File: src/rtl/add_jmp_pkg.sv
// Shared definitions for the add/jump core: opcodes, FSM states, the
// instruction-word width formula and field-slice helpers.
// Instruction word layout, MSB first: {op[1:0], rs, rd, imm}.
package add_jmp_pkg;

    localparam logic [1:0] OP_LDI = 2'b00;
    localparam logic [1:0] OP_ADD = 2'b01;
    localparam logic [1:0] OP_JMP = 2'b10;
    localparam logic [1:0] OP_JNZ = 2'b11;

    // Helper functions work on a generously wide container so that a single
    // definition serves every legal parameterisation of the core.
    localparam int MAX_INST_W  = 256;
    localparam int MAX_FIELD_W = 128;

    typedef enum logic [1:0] {
        ST_IDLE  = 2'b00,
        ST_FETCH = 2'b01,
        ST_EXEC  = 2'b10
    } state_t;

    function automatic int inst_width(input int data_w, input int rs_w);
        return 2 + 2 * rs_w + data_w;
    endfunction

    function automatic logic [1:0] inst_op(input logic [MAX_INST_W-1:0] word,
                                           input int data_w, input int rs_w);
        return 2'(word >> (data_w + 2 * rs_w));
    endfunction

    function automatic logic [MAX_FIELD_W-1:0] inst_rs(input logic [MAX_INST_W-1:0] word,
                                                        input int data_w, input int rs_w);
        return MAX_FIELD_W'(word >> (data_w + rs_w));
    endfunction

    function automatic logic [MAX_FIELD_W-1:0] inst_rd(input logic [MAX_INST_W-1:0] word,
                                                        input int data_w);
        return MAX_FIELD_W'(word >> data_w);
    endfunction

    function automatic logic [MAX_FIELD_W-1:0] inst_imm(input logic [MAX_INST_W-1:0] word);
        return MAX_FIELD_W'(word);
    endfunction

endpackage

File: src/rtl/add_jmp_regfile.sv
// General register file: two asynchronous read ports, one synchronous write
// port, synchronous active-high reset clearing every register.
module add_jmp_regfile
    import add_jmp_pkg::*;
#(
    parameter  int NREGS  = 4,
    parameter  int DATA_W = 16,
    localparam int RS_W   = $clog2(NREGS)
) (
    input  logic                    clk,
    input  logic                    rst,
    input  logic                    we,
    input  logic [RS_W-1:0]         waddr,
    input  logic [DATA_W-1:0]       wdata,
    input  logic [RS_W-1:0]         raddr_a,
    output logic [DATA_W-1:0]       rdata_a,
    input  logic [RS_W-1:0]         raddr_b,
    output logic [DATA_W-1:0]       rdata_b,
    output logic [NREGS*DATA_W-1:0] regs_flat
);

    logic [DATA_W-1:0] regs_r [NREGS];

    // Register storage: reset clears all entries, otherwise one write per cycle.
    always_ff @(posedge clk) begin
        if (rst) begin
            for (int i = 0; i < NREGS; i++) begin
                regs_r[i] <= {DATA_W{1'b0}};
            end
        end else if (we) begin
            regs_r[waddr] <= wdata;
        end
    end

    assign rdata_a = regs_r[raddr_a];
    assign rdata_b = regs_r[raddr_b];

    // Flatten the array for observation; r0 sits in the least significant slice.
    always_comb begin
        regs_flat = {(NREGS*DATA_W){1'b0}};
        for (int i = 0; i < NREGS; i++) begin
            regs_flat[i*DATA_W +: DATA_W] = regs_r[i];
        end
    end

endmodule

File: src/rtl/add_jmp_core.sv
// Add/jump instruction-set processor core: program memory, program counter,
// fetch/execute FSM and the register-file instance.
// Optional feature macro: ADD_JMP_CORE_HALT_EN adds the 'halted' output; a
// JMP or taken JNZ that targets its own address then freezes stepping until
// rst or the next rising edge of prog.
module add_jmp_core
    import add_jmp_pkg::*;
#(
    parameter  int DATA_W     = 16,
    parameter  int NREGS      = 4,
    parameter  int PMEM_DEPTH = 16,
    localparam int RS_W       = $clog2(NREGS),
    localparam int PC_W       = $clog2(PMEM_DEPTH),
    localparam int INST_W     = inst_width(DATA_W, RS_W)
) (
    input  logic                    clk,
    input  logic                    rst,
    input  logic                    prog,
    input  logic                    prog_we,
    input  logic [1:0]              prog_op,
    input  logic [RS_W-1:0]         prog_rs,
    input  logic [RS_W-1:0]         prog_rd,
    input  logic [DATA_W-1:0]       prog_imm,
    input  logic                    advance,
    output logic                    busy,
    output logic [PC_W-1:0]         pc,
    output logic [PC_W-1:0]         wr_ptr,
    output logic [DATA_W-1:0]       o_b,
    output logic [NREGS*DATA_W-1:0] o_regs,
    output logic [INST_W-1:0]       inst_dbg
`ifdef ADD_JMP_CORE_HALT_EN
    ,
    output logic                    halted
`endif
);

    state_t              state_r;
    state_t              state_nx_s;
    logic                busy_r;
    logic                prog_d_r;
    logic                prog_rise_s;
    logic                mem_we_s;
    logic [INST_W-1:0]   mem_r [PMEM_DEPTH];
    logic [INST_W-1:0]   fetch_r;
    logic [INST_W-1:0]   inst_in_s;
    logic [PC_W-1:0]     pc_r;
    logic [PC_W-1:0]     wr_ptr_r;
    logic [PC_W-1:0]     wr_addr_s;
    logic [PC_W-1:0]     pc_inc_s;
    logic [PC_W-1:0]     pc_nx_s;
    logic [PC_W-1:0]     jmp_tgt_s;
    logic [1:0]          op_s;
    logic [RS_W-1:0]     rs_s;
    logic [RS_W-1:0]     rd_s;
    logic [DATA_W-1:0]   imm_s;
    logic [DATA_W-1:0]   rs_val_s;
    logic [DATA_W-1:0]   br_val_s;
    logic [DATA_W-1:0]   wr_data_s;
    logic                wr_en_s;
    logic                exec_s;
    logic                halt_block_s;
    logic [DATA_W-1:0]   o_b_r;
    logic [INST_W-1:0]   inst_dbg_r;

    assign prog_rise_s = prog & ~prog_d_r;
    assign mem_we_s    = prog & prog_we & ~rst;
    // A write in the same cycle as program-mode entry lands at address 0.
    assign wr_addr_s   = prog_rise_s ? {PC_W{1'b0}} : wr_ptr_r;
    assign inst_in_s   = {prog_op, prog_rs, prog_rd, prog_imm};
    assign exec_s      = (state_r == ST_EXEC);
    assign pc_inc_s    = pc_r + PC_W'(1);

    // Decode the word captured during FETCH.
    assign op_s      = inst_op(MAX_INST_W'(fetch_r), DATA_W, RS_W);
    assign rs_s      = RS_W'(inst_rs(MAX_INST_W'(fetch_r), DATA_W, RS_W));
    assign rd_s      = RS_W'(inst_rd(MAX_INST_W'(fetch_r), DATA_W));
    assign imm_s     = DATA_W'(inst_imm(MAX_INST_W'(fetch_r)));
    assign jmp_tgt_s = imm_s[PC_W-1:0];

    add_jmp_regfile #(
        .NREGS  (NREGS),
        .DATA_W (DATA_W)
    ) u_regfile (
        .clk       (clk),
        .rst       (rst),
        .we        (exec_s & wr_en_s),
        .waddr     (rd_s),
        .wdata     (wr_data_s),
        .raddr_a   (rs_s),
        .rdata_a   (rs_val_s),
        .raddr_b   (rs_s),
        .rdata_b   (br_val_s),
        .regs_flat (o_regs)
    );

    // Program memory: written only in program mode, read synchronously in FETCH.
    always_ff @(posedge clk) begin
        if (mem_we_s) begin
            mem_r[wr_addr_s] <= inst_in_s;
        end
        if (state_r == ST_FETCH) begin
            fetch_r <= mem_r[pc_r];
        end
    end

`ifdef ADD_JMP_CORE_HALT_EN
    logic halted_r;
    logic halt_hit_s;

    // A jump that lands on its own address is the halt condition.
    assign halt_hit_s = exec_s && (jmp_tgt_s == pc_r) &&
                        ((op_s == OP_JMP) || ((op_s == OP_JNZ) && (br_val_s != {DATA_W{1'b0}})));

    // Halt flag: set by a self-jump, cleared by reset or program-mode entry.
    always_ff @(posedge clk) begin
        if (rst) begin
            halted_r <= 1'b0;
        end else if (prog_rise_s) begin
            halted_r <= 1'b0;
        end else if (halt_hit_s) begin
            halted_r <= 1'b1;
        end
    end

    assign halt_block_s = halted_r;
    assign halted       = halted_r;
`else
    assign halt_block_s = 1'b0;
`endif

    // Execute-stage result selection: register write data and next pc.
    always_comb begin
        wr_en_s   = 1'b0;
        wr_data_s = {DATA_W{1'b0}};
        pc_nx_s   = pc_inc_s;
        case (op_s)
            OP_LDI: begin
                wr_en_s   = 1'b1;
                wr_data_s = imm_s;
            end
            OP_ADD: begin
                wr_en_s   = 1'b1;
                wr_data_s = imm_s + rs_val_s;
            end
            OP_JMP: begin
                pc_nx_s = jmp_tgt_s;
            end
            OP_JNZ: begin
                if (br_val_s != {DATA_W{1'b0}}) begin
                    pc_nx_s = jmp_tgt_s;
                end else begin
                    pc_nx_s = pc_inc_s;
                end
            end
            default: begin
                pc_nx_s = pc_inc_s;
            end
        endcase
    end

    // Next-state logic; a step starts only from IDLE in run mode.
    always_comb begin
        state_nx_s = state_r;
        case (state_r)
            ST_IDLE: begin
                if (advance && !prog && !halt_block_s) begin
                    state_nx_s = ST_FETCH;
                end else begin
                    state_nx_s = ST_IDLE;
                end
            end
            ST_FETCH: state_nx_s = ST_EXEC;
            ST_EXEC:  state_nx_s = ST_IDLE;
            default:  state_nx_s = ST_IDLE;
        endcase
    end

    // State register, pointers and architectural outputs.
    always_ff @(posedge clk) begin
        if (rst) begin
            state_r    <= ST_IDLE;
            busy_r     <= 1'b0;
            prog_d_r   <= 1'b0;
            pc_r       <= {PC_W{1'b0}};
            wr_ptr_r   <= {PC_W{1'b0}};
            o_b_r      <= {DATA_W{1'b0}};
            inst_dbg_r <= {INST_W{1'b0}};
        end else begin
            state_r  <= state_nx_s;
            busy_r   <= (state_nx_s != ST_IDLE);
            prog_d_r <= prog;
            if (prog_rise_s) begin
                pc_r <= {PC_W{1'b0}};
            end else if (exec_s) begin
                pc_r <= pc_nx_s;
            end
            if (mem_we_s) begin
                wr_ptr_r <= wr_addr_s + PC_W'(1);
            end else if (prog_rise_s) begin
                wr_ptr_r <= {PC_W{1'b0}};
            end
            if (exec_s) begin
                o_b_r      <= rs_val_s;
                inst_dbg_r <= fetch_r;
            end
        end
    end

    assign busy     = busy_r;
    assign pc       = pc_r;
    assign wr_ptr   = wr_ptr_r;
    assign o_b      = o_b_r;
    assign inst_dbg = inst_dbg_r;

endmodule

File: config.mk
export PLATFORM = sky130hd
export DESIGN_NAME = add_jmp_core
export DESIGN_NICKNAME = d
export VERILOG_FILES = /design/src/rtl/add_jmp_pkg.sv /design/src/rtl/add_jmp_regfile.sv /design/src/rtl/add_jmp_core.sv
export SDC_FILE = /design/constraint.sdc
export NUM_CORES = 1
export LEC_CHECK = 0
export BUFFER_PORTS_ARGS = -buffer_cell sky130_fd_sc_hd__buf_2
export CORE_MARGIN = 1
export CORE_UTILIZATION = 54
export DETAILED_ROUTE_END_ITERATION = 6
export PLACE_DENSITY = 0.87
export SLEW_MARGIN = 40
export SYNTH_ARGS = -nofsm -noshare
export SYNTH_HDL_FRONTEND = slang
export SYNTH_SLANG_ARGS = --single-unit
File: constraint.sdc
create_clock -name clk -period 3.6 [get_ports clk]
set_input_delay 0.72 -clock clk [delete_from_list [all_inputs] [get_ports clk]]
set_output_delay 0.72 -clock clk [all_outputs]
set_load 0.02 [all_outputs]
# After elaboration in Yosys (flattened, before gate mapping)
# Memories as Yosys holds them, arrays and structs flattened. A register that Yosys moved wholly into a read port is not among the register bits.
# Index checks and enable logic that the tools add are counted.
# word_totals
ramBits	416
romBits	0
regBits	50
latch_bits	0
memories	2
elab_cells	50
# op_classes
bitwise	6
n_eq_ne	5
reduce_logical	9
n_addsub	3
mux	18
shifts	0
n_div	0
n_mul	0
n_lt_le_gt_ge	0
# memory_table
name	words	width	rd	rd_clocked_by_memory_dff	write_ports	line_no	rtl
mem_r	16	22	1	1	1	add_jmp_core.sv:43	logic [INST_W-1:0] mem_r [PMEM_DEPTH];
u_regfile.regs_r	4	16	5	0	4	add_jmp_regfile.sv:22	logic [DATA_W-1:0] regs_r [NREGS];
# ops
cell	count
$pmux 16 s2	1
$add 16x16->16	1
$mux 16	1
$reduce_bool 16->1	1
$reduce_or 16->1	1
$mux 4	3
$mux 1	10
$add 4x1->4 const B	2
$pmux 4 s2	1
$eq 2x2->1 const B	3
$and 1x1->1	4
$eq 2x1->1 const B	2
$logic_not 2->1	2
$pmux 2 s2	1
$reduce_or 2->1	2
$mux 2	1
$not 1->1	2
$reduce_bool 2->1	1
$logic_and 1x1->1	1
$logic_not 1->1	1

# Longest topological paths before layout
# Gate-level depths: netlist of the first run.
# depth
depth_word	9
mapped_depth	13

# By module
# Synthesis of the first run repeated with hierarchy kept, for this count alone.
# unflattened
cells_unflattened	1122
hier_area_um2	20397.1
# modules_own_cells
module	cells_each	instances	area_per_inst_um2	seq_area_each_um2
add_jmp_core	939	1	17165.2	12231.7
add_jmp_regfile	183	1	3231.8	1921.8

# Least setup slack after synthesis of the first run
# Ideal clock, no wire load.
# synth_path
path_kind	register to register
from	register fetch_r[19] (read register of mem_r)
to	memory u_regfile.regs_r[0][10] (data pin)
path_buffers	2
synth_period_minus_slack_ns	3.627
path_stages_with_launch	14
slack_ns	-0.027
arrival_ns	3.357
setup_ns	0.270
cell_sequence	edfxtp_1 -> clkbuf_1 -> clkbuf_1 -> mux4_2 -> ha_1 -> fa_1 -> a21o_1 -> a21o_1 -> a2111oi_0 -> o21bai_1 -> a31oi_1 -> xnor2_1 -> nor2_1 -> nor3_1
# synth_lines
element	line_no	rtl
start, declared	add_jmp_core.sv:44	logic [INST_W-1:0] fetch_r;
end, declared	add_jmp_regfile.sv:22	

==> key figures, run 1 <==
STA
  • Relative slew slack: 49.68%
  • Final hold slack: 0.4198 ns
  • FMAX: 0.2881 GHz
  • Fin crit share: 96.40%
  • Worst-margin pin slew: 0.7548 ns
  • Final setup fails: 0
  • Setup TNS: 0 ns
  • Slew Viols, Final: 0
  • Final Hold Fails: 0
  • Final min period: 3.470 ns
  • RSZ-0062 raised after global routing: true
  • Layout Skew: 0.01791 ns

Synthesis
  • Post-synthesis xor/xnor area fraction: 0.6295%
  • Synth Register Bits: 488
  • Share of the yosys chip area belonging to registers: 72.67%
  • Post-synth EDFFs: 438
  • Simple-gate share of the synthesized area: 5.364%
  • Post-Syn Instances: 1071
  • FFs w/ async S/R, synth: 0%
  • Main combinational cell family by area after synthesis: multiplexers
  • Post-Synth Adder-Cell Area: 1.388%
  • Yosys cell types: 53
  • Compound-Gate Fraction of Synth Area: 3.161%
  • Post-synthesis mux area share: 15.37%
  • Top_reg_cell synth: edfxtp_1
  • Yosys warns: 0
  • Mean Syn Cell Area: 18.19 um2
  • Syn nets: 1119
  • Syn Std Cell Area: 0.01948 mm2

Floorplan
  • Initial Utilization: 54.76%
  • Die height: 191.9 um
  • Rows: 69
  • Die Wd: 191.9 um
  • Core area: 0.03557 mm2
  • Die ar.: 0.03683 mm2
  • IO Pins: 138

Clock network
  • Clock buffer depth: 3
  • Root buffer cell: clkbuf_16
  • CTS tree: done
  • Clock Pin Slew Worst Setup and Hold Paths: 0.06 ns
  • Worst-Skew Late Latency: 0.56 ns
  • Postcts setup bufs: 0
  • Htree depth: 2
  • Sink Count: 488
  • CTS Buf Count: 47

Global route
  • Largest net degree at the start of global routing: 47
  • Initial antenna violation count: 3
  • Vias in the first global route: 10967
  • Gr ovfl total: 0
  • Gr usage total: 26.00%
  • First-pass GRT wire length: 69070 um

Place
  • Detailed placer's ending HPWL: 27530 um
  • PortBufs: 137
  • Placer Congestion: 0.9026

Routing
  • Via Count: 10874
  • DR DRC count: 2
  • Initial DRC Count: 1023
  • Post-route ant nets: 0
  • Avg WL per Cell: 26.78 um
  • Final wirelength: 46720 um
  • Drt first pass iters: 7
  • DR vias/cell: 6.232

Worst setup path
  • Reg-to-Reg Start: fetch_r[18]$_DFFE_PP_
  • Crit start category: flip-flop
  • Reg2reg setup slack: 0.13 ns
  • Setup crit start: fetch_r[18]$_DFFE_PP_
  • R2r worst-path depth: 12
  • Required @ worst endpoint: 3.90 ns
  • Worst setup path end: u_regfile.regs_r[1][14]$_SDFFCE_PN0P_
  • CP Capture Type: flip-flop
  • Crit Path Category: flip-flop to flip-flop
  • R2r endpoint: u_regfile.regs_r[1][14]$_SDFFCE_PN0P_
  • Critical-path maximum fanout: 4
  • Critical path arrival: 3.77 ns

Worst hold path
  • HP Class: input port to flip-flop

Layout
  • Share of cells above drive strength 1: 31.96%
  • Most frequent cells in the layout: edfxtp_1 (438), buf_2 (137), mux4_2 (123)
  • Commonest non-fill, non-tap cell in the layout: edfxtp_1
  • Area growth, synth to finish: 15.37%
  • Post-layout nets: 1294

Power and ir drop
  • PD cells: 515.4 mW/mm2
  • VDD IR max: 0.4544 mV
  • Leak pwr: 0.007624 uW

Job
  • Max_cap viols: 0

Outcome
  • Violated checks: design-rule violations
  • Status: complete, but fails checks
## critical path: stages, from the launching register on
cell	delay, ns
edfxtp_1	0.41
mux4_2	0.57
ha_1	0.23
fa_1	0.42
a21o_1	0.18
a21o_1	0.19
buf_4	0.14
a211o_1	0.31
a21oi_1	0.18
o21bai_1	0.11
xor2_1	0.16
mux2i_2	0.24
nor2_1	0.09
## report_power, final
part / internal [uW] / switching, uW
sequential: 6210 / 41.6
combinational: 187 / 327
clock: 2740 / 2080
## worst min-delay path by stage
stage / startpoint / endpoint / slack (ns) / depth (start not counted)
2_1_floorplan: state_r[0]$_SDFF_PP0_ / state_r[1]$_SDFF_PP0_ / 0.50 / 1
3_3_place_gp: o_b[15]$_SDFFE_PP0N_ / o_b[15]$_SDFFE_PP0N_ / 0.44 / 2
3_5_place_dp: inst_dbg[17]$_SDFFE_PP0N_ / inst_dbg[17]$_SDFFE_PP0N_ / 0.44 / 2
4_1_cts: advance / state_r[0]$_SDFF_PP0_ / 0.40 / 2
5_1_grt: advance / state_r[0]$_SDFF_PP0_ / 0.43 / 2
6_report: advance / state_r[0]$_SDFF_PP0_ / 0.42 / 2
## routing by layer
metal	up-vias	global-route usage (%)	routed length [um]
met2	627	45.78	24140
met4	4	8.639	1515
met5	-	0	30
met3	114	3.746	3741
met1	5542	33.17	17300
li1	4587	-	-
## cells in the mapped netlist (all sizes together) (2+ instances only)
master / number / area [um2]
mux2i: 10 / 100.1
or3: 3 / 18.77
inv: 10 / 37.54
or2: 2 / 12.51
edfxtp: 438 / 13150
o21ai: 9 / 45.04
mux2: 4 / 45.04
a211o: 2 / 17.52
nand2b: 7 / 43.79
and3: 4 / 25.02
o21bai: 3 / 22.52
and2: 6 / 37.54
o21a: 4 / 30.03
nor2b: 8 / 50.05
dfxtp: 50 / 1001
xor2: 9 / 78.83
xnor2: 5 / 43.79
or4: 2 / 15.01
a211oi: 4 / 35.03
buf: 15 / 85.08
mux4: 126 / 2849
nand3: 4 / 20.02
ha: 20 / 250.2
a41o: 2 / 20.02
a31oi: 3 / 18.77
clkbuf: 41 / 153.9
nand2: 105 / 396.6
a22oi: 2 / 15.01
nor3: 12 / 60.06
a21oi: 57 / 285.3
nor4: 3 / 33.78
nor2: 81 / 304.0
a21o: 7 / 52.55
o31ai: 3 / 22.52
## layout make-up
class | count | area (um2)
sequential | 488 | 14160
multi-input combinational | 517 | 5127
tap | 461 | 576.8
inverter | 10 | 37.54
clock inverter | 24 | 216.5
clock buffer | 62 | 1284
fill | 2402 | 13100
timing repair buffer | 182 | 1061
antenna | 1 | 2.502
## timing repair
item                                    4_1_cts  5_1_grt
resized for setup                             0        8
hold buffers                                  0        0
endpoints found under the setup margin        0       16
## registers in the layout (all words and copies together), names as in the netlist, 2 cells and up
register / flops
fetch_r: 22
inst_dbg: 22
mem_r: 352
o_b: 16
pc: 4
state_r: 2
u_regfile.regs_r: 64
wr_ptr: 4
## logic make-up (layout without fill, tap and decap cells)
family,after synthesis,in the layout
DFF,488,488
and+or+nand+nor,240,240
AOI/OAI and AO/OA,102,102
xor gates and xnor gates,14,14
adders and majority gates,21,21
muxes,140,140
other,0,1
buffers and inverters,66,278
## metrics by stage
step                      instance area (um2)  std cells  power, uW  utilization [%]  setup slack [ns]
after CTS                               22440       1744      11620            63.08           0.02808
after global routing                    22470       1745      11880            63.17        -0.0009734
after detailed placement                20940       1658       6874            58.86           0.03385
after global placement                  20930       1658       6854            58.84            0.1430
final                                   22470       1745      11580            63.17            0.1295
after floorplan                         19480       1071       6671                -           0.09062
(Power assumes the default switching activity.)
==> run 2, diff against run 1 <==
--- a/config.mk
+++ b/config.mk
@@ -10,6 +10,7 @@
 export CORE_UTILIZATION = 54
 export DETAILED_ROUTE_END_ITERATION = 6
 export PLACE_DENSITY = 0.87
+export SETUP_SLACK_MARGIN = 0.2
 export SLEW_MARGIN = 40
 export SYNTH_ARGS = -nofsm -noshare
 export SYNTH_HDL_FRONTEND = slang
==> key figures, run 2 (synthesis gave the netlist of run 1 again) <==
Routing
  • Initial DRC Count: 1133 (+11%)
  • Avg WL per Cell: 27.24 um (+1.7%)
  • DR vias/cell: 6.286 (+0.87%)
  • Final wirelength: 47730 um (+2.1%)
  • DR DRC count: 0 (-2)
  • Via Count: 11013 (+1.3%)
  • Post-route ant nets: 0 (unchanged)
  • Drt first pass iters: 5 (-2)

Layout
  • Commonest non-fill, non-tap cell in the layout: edfxtp_1
  • Most frequent cells in the layout: edfxtp_1 (438), buf_2 (137), mux4_2 (124)
  • Top flop regs: mem_r: 352 flops, u_regfile.regs_r: 64 flops
  • Share of cells above drive strength 1: 33.67% (+1.7 points)
  • Design Area, Final: 0.02272 mm2 (+1.1%)
  • Post-layout nets: 1303 (+0.70%)
  • Max reg flops: 352 (unchanged)
  • Most flop-heavy register: mem_r
  • Area growth, synth to finish: 16.63%

Place
  • Cell Area, Placed: 0.02093 mm2 (about the same)
  • Detailed placer's ending HPWL: 27810 um (+1.0%)
  • Placer Congestion: 0.8941 (-0.94%)
  • PortBufs: 137 (unchanged)

STA
  • FMAX: 0.2922 GHz (+1.4%)
  • Final min period: 3.422 ns (-0.04846 ns)
  • Slew Viols, Final: 0 (unchanged)
  • Layout Skew: 0.01461 ns (-0.003303 ns)
  • RSZ-0062 raised after global routing: true
  • Final Hold Fails: 0 (unchanged)
  • Setup TNS: 0 ns (unchanged)
  • Worst-margin pin slew: 0.8146 ns (+0.05981 ns)
  • Final setup fails: 0 (unchanged)
  • Fin crit share: 95.06% (-1.3 points)
  • Relative slew slack: 45.70% (-4.0 points)

Worst hold path
  • Min-Delay Path Depth: 2 (unchanged)
  • Hold Path End: state_r[0]$_SDFF_PP0_
  • Beginning of the worst hold path: advance
  • HP Class: input port to flip-flop

Worst setup path
  • Critical-path maximum fanout: 4 (unchanged)
  • CP Capture Type: flip-flop
  • Reg2reg setup slack: 0.18 ns (+0.05 ns)
  • Crit start category: flip-flop
  • R2r endpoint: u_regfile.regs_r[3][10]$_DFFE_PP_
  • Crit Path Category: flip-flop to flip-flop
  • R2r worst-path depth: 12 (unchanged)
  • Reg-to-Reg Start: fetch_r[18]$_DFFE_PP_
  • Critical path arrival: 3.71 ns (-0.06 ns)
  • Required @ worst endpoint: 3.89 ns (about the same)

Floorplan
  • Die ar.: 0.03683 mm2 (unchanged)
  • Initial Utilization: 54.76% (unchanged)
  • Die height: 191.9 um (unchanged)
  • Core area: 0.03557 mm2 (unchanged)
  • IO Pins: 138 (unchanged)
  • Rows: 69 (unchanged)
  • Die Wd: 191.9 um (unchanged)

Clock network
  • CTS Buf Count: 48 (+2.1%)
  • Root buffer cell: clkbuf_16
  • Sink Count: 488 (unchanged)
  • Clock Pin Slew Worst Setup and Hold Paths: 0.06 ns (about the same)
  • Htree depth: 2 (unchanged)
  • Clock buffer depth: 3 (unchanged)
  • CTS tree: done
  • Worst-Skew Late Latency: 0.57 ns (about the same)

Power and ir drop
  • Leak pwr: 0.007677 uW (+0.69%)
  • PD cells: 517.4 mW/mm2 (+0.39%)
  • VDD IR max: 0.5543 mV (+22%)

Outcome
  • Status: completed

Job
  • Max_cap viols: 0 (unchanged)

Global route
  • Vias in the first global route: 11059 (+0.84%)
  • Gr usage total: 26.29% (+0.29 points)
  • First-pass GRT wire length: 69290 um (+0.32%)
  • Largest net degree at the start of global routing: 51 (+8.5%)
  • Gr ovfl total: 0 (unchanged)
  • Initial antenna violation count: 4 (+1)
==> run 2: changes by cell type in the layout (fill, tap and decap cells not counted), sizes merged <==
| cell | previous run | this run |
|---|---|---|
| clkbuf | 62 | 59 |
| clkinvlp | 3 | 2 |
| buf | 182 | 190 |
| inv | 12 | 11 |
| bufinv | 3 | 6 |
| diode | 1 | 2 |
==> run 2: how the worst max path moves through the flow <==
| stage | start | end | depth (start not counted) |
|---|---|---|---|
| after global routing | fetch_r[18]$_DFFE_PP_ | u_regfile.regs_r[3][10]$_DFFE_PP_ | 12 |
| after detailed placement | fetch_r[18]$_DFFE_PP_ | u_regfile.regs_r[2][10]$_SDFFCE_PN0P_ | 11 |
| after floorplan | fetch_r[18]$_DFFE_PP_ | u_regfile.regs_r[0][10]$_SDFFCE_PN0P_ | 13 |
| after global placement | fetch_r[18]$_DFFE_PP_ | u_regfile.regs_r[0][10]$_SDFFCE_PN0P_ | 11 |
| final | fetch_r[18]$_DFFE_PP_ | u_regfile.regs_r[3][10]$_DFFE_PP_ | 12 |
| after CTS | fetch_r[18]$_DFFE_PP_ | u_regfile.regs_r[3][10]$_DFFE_PP_ | 12 |
==> run 2: repair_timing <==
action	in CTS	in global routing
resized for setup	5	27
endpoints found under the setup margin	25	33
gates cloned	0	0
hold buffers	0	0
buffers inserted	5	7
pin swaps	2	14
==> run 2: where the power goes <==
group | switching [uW] | total [uW] | internal (uW)
sequential | 45.4 | 6260 | 6220
clock | 2070 | 4950 | 2880
combinational | 338 | 545 | 207
==> run 2: stage by stage <==
stage	power [uW]	setup slack (ns)	hold WS, ns	util [%]	std cells
finish	11750	0.1780	0.4072	63.87	1752
global route	12070	0.09243	0.4212	63.86	1751
CTS	11750	0.2010	0.3992	63.30	1743
detailed placement	6874	0.005790	0.4442	58.83	1654
global placement	6850	0.09953	0.4392	58.80	1654
floorplan	6673	0.2205	0.4957	-	1071
==> run 2: cell type report <==
cell class | count | area, um2
Antenna cell | 2 | 5.005
Clock buffer | 59 | 1242
Clock inverter | 25 | 284.0
Fill cell | 2326 | 12850
Inverter | 10 | 37.54
Multi-Input combinational cell | 517 | 5268
Sequential cell | 488 | 14160
Tap cell | 461 | 576.8
Timing Repair Buffer | 190 | 1141
==> run 2: worst max-delay path, stage by stage, from the launching register on <==
cell       delay (ns)
edfxtp_1         0.39
buf_6            0.13
mux4_2           0.54
ha_4             0.20
fa_2             0.36
a21o_1           0.17
a21o_1           0.20
a2111oi_4        0.29
o21bai_1         0.15
a31oi_2          0.26
xnor2_1          0.12
nor2_2           0.27
nor3_2           0.09
==> run 2: per-layer routing <==
metal	track usage (%)	part of all wire (%)	vias up
met5	0	0.069	-
met4	10.10	3.8	4
met3	5.280	8.6	130
met2	45.74	52	699
met1	32.45	36	5573
li1	-	-	4607
==> run 3, diff against run 2 <==
--- a/config.mk
+++ b/config.mk
@@ -7,9 +7,9 @@
 export LEC_CHECK = 0
 export BUFFER_PORTS_ARGS = -buffer_cell sky130_fd_sc_hd__buf_2
 export CORE_MARGIN = 1
-export CORE_UTILIZATION = 54
+export CORE_UTILIZATION = 50
 export DETAILED_ROUTE_END_ITERATION = 6
-export PLACE_DENSITY = 0.87
+export PLACE_DENSITY = 0.83
 export SETUP_SLACK_MARGIN = 0.2
 export SLEW_MARGIN = 40
 export SYNTH_ARGS = -nofsm -noshare
==> key figures, run 3 (synthesis gave the netlist of run 1 again) <==
Global route
  • Vias in the first global route: 10858 (-1.8%)
  • Met1 Use GR: 28.74% (-3.7 points)
  • Gr ovfl total: 0 (unchanged)
  • Grt met3 use: 4.861% (-0.42 points)
  • Largest net degree at the start of global routing: 51 (unchanged)
  • Initial antenna violation count: 4 (unchanged)
  • Gr usage total: 23.48% (-2.8 points)
  • First-pass GRT wire length: 67200 um (-3.0%)
  • Most Crowded Layer GR: met2
  • GRT met2 Usage: 41.19% (-4.5 points)

STA
  • Final setup fails: 0 (unchanged)
  • Final min period: 3.384 ns (-0.03786 ns)
  • Layout Skew: 0.009184 ns (-0.005428 ns)
  • Final hold slack: 0.4141 ns (+0.006987 ns)
  • Setup TNS: 0 ns (unchanged)
  • RSZ-0062 raised after global routing: true
  • Final Hold Fails: 0 (unchanged)
  • Slew Viols, Final: 0 (unchanged)
  • Fin crit share: 94.00% (-1.1 points)
  • FMAX: 0.2955 GHz (+1.1%)
  • Relative slew slack: 44.30% (-1.4 points)
  • Worst-margin pin slew: 0.8343 ns (+0.01978 ns)

Worst hold path
  • HP Class: input port to flip-flop

Clock network
  • Root buffer cell: clkbuf_16
  • Clock buffer depth: 3 (unchanged)
  • Sink Count: 488 (unchanged)
  • Htree depth: 2 (unchanged)
  • Clock Pin Slew Worst Setup and Hold Paths: 0.06 ns (about the same)
  • CTS Buf Count: 46 (-4.2%)
  • Hold_buf cts: 0 (unchanged)
  • Worst-Skew Late Latency: 0.55 ns (-0.02 ns)
  • CTS tree: done

Routing
  • DR vias/cell: 6.012 (-4.4%)
  • Avg WL per Cell: 25.43 um (-6.6%)
  • Via Count: 10791 (-2.0%)
  • DR DRC count: 0 (unchanged)
  • Post-route ant nets: 0 (unchanged)
  • Drt first pass iters: 5 (unchanged)
  • Final wirelength: 45660 um (-4.3%)
  • Initial DRC Count: 938 (-17%)

Layout
  • Top flop regs: mem_r: 352 flops, u_regfile.regs_r: 64 flops
  • Share of cells above drive strength 1: 32.76% (-0.91 points)
  • Post-layout nets: 1297 (-0.46%)
  • Commonest non-fill, non-tap cell in the layout: edfxtp_1
  • Max reg flops: 352 (unchanged)
  • Area growth, synth to finish: 16.02%
  • Layout fillers: 2726 (+17%)
  • Most frequent cells in the layout: edfxtp_1 (438), buf_2 (137), mux4_2 (123)
  • Final Non-Filler Cells: 1795 (+2.5%)
  • Most flop-heavy register: mem_r

Floorplan
  • Core area: 0.03802 mm2 (+6.9%)
  • Die ar.: 0.03975 mm2 (+7.9%)
  • Initial Utilization: 51.23% (-3.5 points)
  • Die Wd: 199.4 um (+3.9%)
  • Rows: 71 (+2.9%)
  • IO Pins: 138 (unchanged)
  • Die height: 199.4 um (+3.9%)

Outcome
  • Status: completed

Place
  • Detailed placer's ending HPWL: 27550 um (-0.93%)
  • Placer Congestion: 0.9016 (+0.84%)
  • PortBufs: 137 (unchanged)
  • DP Cell Count: 1707 (+3.2%)

Power and ir drop
  • VDD IR max: 0.4390 mV (-21%)
  • PD cells: 504.1 mW/mm2 (-2.6%)
  • Leak pwr: 0.007619 uW (-0.75%)

Worst setup path
  • Critical-path maximum fanout: 6 (+2)
  • Critical path arrival: 3.68 ns (-0.03 ns)
  • Crit Path Category: flip-flop to flip-flop
  • Required @ worst endpoint: 3.90 ns (about the same)
  • Crit start category: flip-flop
  • CP Capture Type: flip-flop

Job
  • Max_cap viols: 0 (unchanged)
[run 3: cell types whose count changed in the layout (fill, tap and decap cells not counted), sizes merged]
cell      delta
clkinv       -1
clkinvlp     -1
clkbuf       +2
buf          -4
bufinv       -3
[run 3: worst max-delay path: stages, from the launching register on]
cell,delay [ns]
edfxtp_1,0.44
buf_4,0.21
mux4_1,0.63
ha_2,0.46
nand3_1,0.12
o21ai_2,0.29
a22oi_1,0.19
o31ai_1,0.31
xor2_1,0.13
a31oi_2,0.28
nor2_1,0.09
[run 3: final timing paths]
check                                                        endpoint                  start  slack, ns  cells after the start
worst max-delay path            u_regfile.regs_r[2][13]$_SDFFCE_PN0P_  fetch_r[18]$_DFFE_PP_       0.22                     10
worst min-delay path                            state_r[0]$_SDFF_PP0_                advance       0.41                      2
worst max register to register  u_regfile.regs_r[2][13]$_SDFFCE_PN0P_  fetch_r[18]$_DFFE_PP_       0.22                     10
worst min register to register                    o_b[9]$_SDFFE_PP0N_    o_b[9]$_SDFFE_PP0N_       0.45                      2
[run 3: routing by layer]
| metal | share of wire, % | up-vias | wire length [um] |
|---|---|---|---|
| met5 | 0.044 | - | 20 |
| met4 | 3.7 | 4 | 1674 |
| met3 | 8.8 | 122 | 4015 |
| met2 | 51 | 592 | 23330 |
| met1 | 36 | 5479 | 16620 |
| li1 | - | 4594 | - |
[run 3: repair_timing]
item                                    in CTS  in global routing
hold endpoints to repair                     0                  0
endpoints found under the setup margin      14                 28
pin swaps                                    0                  7
resized for setup                            6                 21
setup buffers                                0                  5
[run 3: power by group]
part / switching, uW / total (uW) / internal, uW
Clock: 1980 / 4600 / 2620
Combinational: 334 / 534 / 199
Sequential: 41.7 / 6260 / 6220
[run 3: layout make-up]
cell class / count / area, um2 / area share (%)
timing repair buffer: 186 / 1095 / 4.845
antenna: 2 / 5.005 / 0.02215
sequential: 488 / 14160 / 62.67
tap: 511 / 639.4 / 2.829
clock buffer: 61 / 1239 / 5.481
inverter: 10 / 37.54 / 0.1661
clock inverter: 20 / 170.2 / 0.7530
multi-input combinational: 517 / 5250 / 23.23
[run 3: stage by stage]
stage	instance area [um2]	total power (uW)	utilization [%]	worst slack, ns
6_report	22600	11390	59.43	0.2159
4_1_cts	22430	11430	59.00	0.1892
3_3_place_gp	20990	6849	55.21	0.2350
3_5_place_dp	21000	6870	55.23	0.1056
2_1_floorplan	19490	6673	-	0.2205
5_1_grt	22600	11720	59.43	0.1429
